## src/rtl/bsg_fsb_trace_pkg.sv

```systemverilog
// Shared trace-word opcodes and helpers for the FSB node trace recorder.
package bsg_fsb_trace_pkg;

   localparam int unsigned trace_op_width_lp = 4;

   // WAIT and FINISH are produced by other tools in the replay flow; the recorder never emits them.
   typedef enum logic [3:0] {
      OP_SEND   = 4'b0001,
      OP_RECV   = 4'b0010,
      OP_DONE   = 4'b0011,
      OP_WAIT   = 4'b0100,
      OP_FINISH = 4'b0101
   } trace_op_e;

   function automatic logic [1:0] popcount3(input logic [2:0] v);
      return 2'(v[0]) + 2'(v[1]) + 2'(v[2]);
   endfunction

endpackage

```

## src/rtl/bsg_fsb_trace_event_fifo.sv

```systemverilog
// Circular event queue: up to three pushes and one pop per cycle, reports free slots.
module bsg_fsb_trace_event_fifo #(
   parameter int width_p = 69,
   parameter int els_p   = 4,
   localparam int cnt_w_lp = $clog2(els_p + 1),
   localparam int ptr_w_lp = (els_p > 1) ? $clog2(els_p) : 1
) (
   input  logic                     clk_i,
   input  logic                     reset_n_i,
   input  logic [1:0]               push_cnt_i,
   input  logic [2:0][width_p-1:0]  push_data_i,
   input  logic                     pop_i,
   output logic [width_p-1:0]       head_o,
   output logic                     head_v_o,
   output logic [cnt_w_lp-1:0]      free_o
);

   logic [width_p-1:0]  mem_q [els_p];
   logic [ptr_w_lp-1:0] rd_ptr_q, rd_ptr_d;
   logic [cnt_w_lp-1:0] count_q, count_d;
   logic [ptr_w_lp-1:0] wr_idx [3];

   always_comb begin
      for (int k = 0; k < 3; k++) begin
         wr_idx[k] = ptr_w_lp'((int'(rd_ptr_q) + int'(count_q) + k) % els_p);
      end
      rd_ptr_d = pop_i ? ptr_w_lp'((int'(rd_ptr_q) + 1) % els_p) : rd_ptr_q;
      count_d  = count_q + cnt_w_lp'(push_cnt_i) - cnt_w_lp'(pop_i);
   end

   always_ff @(posedge clk_i or negedge reset_n_i) begin
      if (!reset_n_i) begin
         rd_ptr_q <= '0;
         count_q  <= '0;
      end else begin
         rd_ptr_q <= rd_ptr_d;
         count_q  <= count_d;
      end
   end

   // The tail is unaffected by a same-cycle pop, so write slots use the old pointer and count.
   always_ff @(posedge clk_i) begin
      for (int k = 0; k < 3; k++) begin
         if (k < int'(push_cnt_i)) mem_q[wr_idx[k]] <= push_data_i[k];
      end
   end

   assign head_o   = mem_q[rd_ptr_q];
   assign head_v_o = (count_q != '0);
   assign free_o   = cnt_w_lp'(els_p) - count_q;

endmodule

```

## src/rtl/bsg_fsb_node_trace_recorder.sv

```systemverilog
// Snoops the request/response handshakes and writes them as opcode-tagged words into a trace RAM.
//
// state    | meaning
// ---------+-----------------------------------------------------------
// S_IDLE   | first cycle after reset; events are queued, nothing drained
// S_CAPTURE| queue drained one word per cycle into RAM (or flushed if full)
// S_FINISH | DONE written or dropped; inputs ignored until reset
module bsg_fsb_node_trace_recorder
   import bsg_fsb_trace_pkg::*;
#(
   parameter int ring_width_p = 65,
   parameter int addr_width_p = 10,
   parameter int fifo_els_p   = 4
) (
   input  logic                      clk_i,
   input  logic                      reset_n_i,
   input  logic                      req_v_i,
   input  logic                      req_ready_i,
   input  logic [ring_width_p-1:0]   req_data_i,
   input  logic                      resp_v_i,
   input  logic                      resp_ready_i,
   input  logic [ring_width_p-1:0]   resp_data_i,
   input  logic                      done_i,
   output logic                      mem_w_o,
   output logic [addr_width_p-1:0]   mem_addr_o,
   output logic [ring_width_p+3:0]   mem_data_o,
   output logic [addr_width_p:0]     count_o,
   output logic                      full_o,
   output logic                      overflow_o,
   output logic                      finished_o
);

   localparam int word_w_lp = ring_width_p + trace_op_width_lp;
   localparam int cnt_w_lp  = $clog2(fifo_els_p + 1);
   localparam logic [addr_width_p:0] cap_lp = {1'b1, {addr_width_p{1'b0}}};

   typedef struct packed {
      trace_op_e                op;
      logic [ring_width_p-1:0]  payload;
   } trace_word_s;

   typedef enum logic [1:0] {S_IDLE, S_CAPTURE, S_FINISH} state_e;

   state_e                      state_q, state_d;
   logic [addr_width_p:0]       count_q, count_d;
   logic                        overflow_q, overflow_d;
   logic                        done_q, done_d;

   logic [2:0]                  ev_v;
   trace_word_s                 ev_word [3];
   logic [1:0]                  n_ev, slot;
   logic [1:0]                  push_cnt;
   logic [2:0][word_w_lp-1:0]   push_data;
   logic                        done_pushed;
   logic                        pop, full, write;
   logic [word_w_lp-1:0]        head_raw;
   trace_word_s                 head;
   logic                        head_v;
   logic [cnt_w_lp-1:0]         free;

   assign full = (count_q == cap_lp);
   assign head = trace_word_s'(head_raw);

   always_comb begin
      state_d     = state_q;
      count_d     = count_q;
      overflow_d  = overflow_q;
      done_d      = done_q;
      push_data   = '0;
      slot        = '0;
      done_pushed = 1'b0;

      if ((state_q != S_FINISH) && !done_q) begin
         ev_v = {done_i, resp_v_i & resp_ready_i, req_v_i & req_ready_i};
      end else begin
         ev_v = '0;
      end
      ev_word[0] = trace_word_s'{op: OP_SEND, payload: req_data_i};
      ev_word[1] = trace_word_s'{op: OP_RECV, payload: resp_data_i};
      ev_word[2] = trace_word_s'{op: OP_DONE, payload: '0};
      n_ev = popcount3(ev_v);

      // Events fill free slots in priority order; whatever is left over is lost.
      for (int k = 0; k < 3; k++) begin
         if (ev_v[k] && !full && (cnt_w_lp'(slot) < free)) begin
            push_data[slot] = ev_word[k];
            slot            = slot + 2'd1;
            if (k == 2) done_pushed = 1'b1;
         end
      end
      push_cnt = slot;

      pop   = (state_q == S_CAPTURE) && head_v;
      write = pop && !full;

      if (slot != n_ev)  overflow_d = 1'b1;
      if (pop && full)   overflow_d = 1'b1;
      if (write)         count_d    = count_q + 1'b1;
      if (done_pushed)   done_d     = 1'b1;

      case (state_q)
         S_IDLE:    state_d = S_CAPTURE;
         S_CAPTURE: begin
            if ((pop && head.op == OP_DONE) || (ev_v[2] && full)) state_d = S_FINISH;
         end
         default:   state_d = S_FINISH;
      endcase
   end

   always_ff @(posedge clk_i or negedge reset_n_i) begin
      if (!reset_n_i) begin
         state_q    <= S_IDLE;
         count_q    <= '0;
         overflow_q <= 1'b0;
         done_q     <= 1'b0;
      end else begin
         state_q    <= state_d;
         count_q    <= count_d;
         overflow_q <= overflow_d;
         done_q     <= done_d;
      end
   end

   bsg_fsb_trace_event_fifo #(
      .width_p (word_w_lp),
      .els_p   (fifo_els_p)
   ) u_fifo (
      .clk_i       (clk_i),
      .reset_n_i   (reset_n_i),
      .push_cnt_i  (push_cnt),
      .push_data_i (push_data),
      .pop_i       (pop),
      .head_o      (head_raw),
      .head_v_o    (head_v),
      .free_o      (free)
   );

   assign mem_w_o    = write;
   assign mem_addr_o = count_q[addr_width_p-1:0];
   assign mem_data_o = write ? head_raw : '0;
   assign count_o    = count_q;
   assign full_o     = full;
   assign overflow_o = overflow_q;
   assign finished_o = (state_q == S_FINISH);

endmodule
```

## config.mk

```make
export PLATFORM = sky130hd
export DESIGN_NAME = bsg_fsb_node_trace_recorder
export DESIGN_NICKNAME = d
export VERILOG_FILES = /design/src/rtl/bsg_fsb_trace_pkg.sv /design/src/rtl/bsg_fsb_trace_event_fifo.sv /design/src/rtl/bsg_fsb_node_trace_recorder.sv
export SDC_FILE = /design/constraint.sdc
export NUM_CORES = 1
export LEC_CHECK = 0
export ABC_AREA = 1
export CORE_MARGIN = 8
export CORE_UTILIZATION = 35
export DETAILED_ROUTE_END_ITERATION = 10
export HOLD_SLACK_MARGIN = 0.12
export PLACE_DENSITY = 0.58
export SYNTH_ARGS = -nofsm -noshare
export SYNTH_HDL_FRONTEND = slang
export SYNTH_SLANG_ARGS = --single-unit
```

## constraint.sdc

```tcl
create_clock -name clk_i -period 7.2 [get_ports clk_i]
set_input_delay 1.44 -clock clk_i [delete_from_list [all_inputs] [get_ports clk_i]]
set_output_delay 1.44 -clock clk_i [all_outputs]
set_load 0.005 [all_outputs]
```

==> summary.md <==
| Metric | Value |
|---|---|
| Initial Util | `35.47%` |
| Critical Path Sink Type | `output pin` |
| ANT nets after route | `0` |
| Synth Instances | `2750` |
| Clock root buffer master | `clkbuf_16` |
| Final Instance Area | `0.02320 mm^2` |
| Post-DP HPWL | `40200 um` |
| Clk_lat worst skew | `0.59 ns` |
| Rel. slew slack | `24.91%` |
| Largest area contributor in the netlist | `edfxtp_1` |
| Count leader, synth | `nand2_1` |
| Total congestion overflow | `0` |
| Post-synth top area share | `41.10%` |
| Avg Inst Size Synth | `7.120 um^2` |
| Reg clk slew, reported paths | `0.07 ns` |
| F_max | `170.9 MHz` |
| Async set-reset flop share out of synthesis | `6.944%` |
| Vias in the first global route | `18010` |
| Crit-path max FO | `75` |
| H-tree depth | `1` |
| Post-layout minimum cycle time | `5.853 ns` |
| Drt wl/cell | `18.84 um` |
| Chip Height | `252.5 um` |
| Top Ports | `231` |
| DP Area | `0.02208 mm^2` |
| Largest net degree at the start of global routing | `134` |
| Fill count | `5591` |
| CP startpoint kind | `register` |
| Core area | `0.05520 mm^2` |
| Post-Syn Area | `0.01958 mm^2` |
| Worst vdd ir | `213.6 uV` |
| Flops & latches, synth | `288` |
| Period utilization | `81.29%` |
| Vias/cell | `5.162` |
| Full die area | `0.06377 mm^2` |
| Crit path kind | `register to output pin` |
| Number of port buffers | `228` |
| Ys Warns | `0` |
| Width of the die | `252.5 um` |
| Initial DRC Count | `1899` |
| Top cells by area, synth | `edfxtp_1, nand2_1, nor2_1, a21oi_1, inv_1` |
| Area growth syn-to-layout | `18.46%` |
| Psw | `1778 uW` |
| RSZ-0062 raised after global routing | `false` |
| Row count | `86` |
| Share of layout cells above drive strength 1 | `6.350%` |
| Hold_buf cts | `0` |
| Final setup viols | `0` |
| Worst path arrival time | `4.41 ns` |
| Wirelength, routed | `68110 um` |
| Worst endpoint required time | `5.76 ns` |
| All-Layer GR Usage | `20.54%` |
| Hold Crit Class | `register to register` |
| Nets | `2994` |
| Internal Power | `3355 uW` |
| Detailed-route DRC error count | `0` |
| Post-Route Utilization | `42.02%` |
| RD Place Congestion | `0.8094` |
| Clock Sinks | `288` |
| Switching share of total power | `34.64%` |
| Commonest cells in the netlist | `nand2_1, nor2_1, a21oi_1` |
| Least-Margin Pin Slew | `1.126 ns` |
| Setup TNS Final | `0 ns` |
| Post-CTS setup repair buffer count | `0` |
| First-pass GRT wire length | `104400 um` |
| Initial antenna violation count | `1` |
| Clock skew | `0.02669 ns` |
| Sequential-to-total area share from yosys stat | `43.65%` |
| Clock Tree Buf Depth | `3` |
| Post-synth EDFFs | `268` |
| Primary FF master, synth | `edfxtp_1` |
| Final Slew Violations | `0` |
| Final hold violation count | `0` |
| CTS Buf Count | `31` |
| CTS tree | `yes` |
| Leak Pwr | `0.01130 uW` |
| Vias after detailed routing | `18660` |
| Clk network pwr share | `34.4%` |
| Post-CTS sizing | `0` |
| First-pass DRT Iterations | `9` |
| Status | `finished clean` |
| Unique cell type count in the Yosys netlist | `40` |
| Logic pwr share | `27.7%` |
| Reg power frac | `37.8%` |
| Max-Cap Viols | `0` |
| PD cells | `221.3 mW/mm^2` |
[power by group through the flow]
stage          Clock (uW)  Combinational [uW]  Sequential [uW]
3_3_place_gp            0                1420             1970
3_5_place_dp            0                1430             1980
6_report             1770                1420             1940
4_1_cts              1790                1440             1940
5_1_grt              1850                1580             1950
2_1_floorplan           0                 979             1890
[final cells by class]
| type | instances | area (um^2) | area share (%) |
|---|---|---|---|
| Multi-Input combinational cell | 2014 | 9064 | 39.07 |
| Sequential cell | 288 | 8553 | 36.87 |
| Timing Repair Buffer | 261 | 2605 | 11.23 |
| Tap cell | 748 | 935.9 | 4.035 |
| Inverter | 245 | 924.6 | 3.986 |
| Clock buffer | 31 | 775.7 | 3.344 |
| Clock inverter | 27 | 335.3 | 1.446 |
| Antenna cell | 1 | 2.502 | 0.01079 |
[path summary, 6_finish.rpt]
check                           startpoint                   to  slack [ns]  cells past startpoint
worst max register to register  count_o[0]  u_fifo.mem_q[3][10]        1.93                     21
max in group asynchronous        reset_n_i   u_fifo.rd_ptr_q[0]        5.73                      2
worst min register to register  state_q[0]           state_q[0]        0.50                      1
min in group asynchronous        reset_n_i           count_o[3]        1.20                      2
worst max-delay path            count_o[0]       mem_data_o[17]        1.35                      8
worst min-delay path            state_q[0]           state_q[0]        0.50                      1
[state kept, by name (all words and copies together) (netlist names)]
signal	cells
state_q	2
count_o	11
done_q	1
u_fifo.mem_q	268
u_fifo.rd_ptr_q	2
overflow_o	1
u_fifo.count_q	3
[cell families (layout without fill, tap and decap cells)]
family / count (synthesis) / after routing / share of synthesized area, %
and+or+nand+nor: 1516 / 1516 / 32.19
AOI/OAI and AO/OA: 465 / 465 / 11.90
buffers and inverters: 449 / 564 / 10.45
DFF: 288 / 288 / 43.65
adders and majority gates: 16 / 16 / 1.099
xor gates and xnor gates: 14 / 14 / 0.6262
other: 1 / 3 / 0.01915
muxes: 1 / 1 / 0.05112
[worst max-delay path, cell delays in order, from the launching register on]
cell             delay (ns)
dfrtp_1                0.42
inv_1                  0.11
ha_1                   0.21
nand2_1                0.08
nor3_2                 0.05
nand2_4                0.72
nand2_4                0.89
a21oi_1                0.66
clkdlybuf4s50_1        0.62
[placed cells by master (no fill, tap or decap), types with 31 or more instances in the layout]
cell type        instances
nand2_1                773
o21ai_0                137
inv_1                  209
edfxtp_1               268
inv_2                   33
nor2_1                 523
clkdlybuf4s50_1        228
clkbuf_16               31
nand3_1                 89
nand4_1                 69
a21oi_1                327
[metal layers]
metal | vias up | track usage, % | wire length, um
met2 | 794 | 34.10 | 31840
met3 | 103 | 3.023 | 5436
met1 | 8713 | 27.75 | 29490
met4 | 0 | 5.489 | 1348
met5 | - | 0 | 0
li1 | 9051 | - | -
[stage by stage]
stage          setup slack (ns)  power [uW]  instances  hold slack, ns
6_report                  1.347        5134       3615          0.4963
5_1_grt                   1.137        5381       3615          0.5037
4_1_cts                   1.283        5172       3614          0.4951
3_5_place_dp              1.354        3410       3556          0.4871
3_3_place_gp              1.386        3393       3556          0.4722
2_1_floorplan            0.9545        2870       2751          0.4614
No activity file was read; power rests on OpenSTA's default activity.
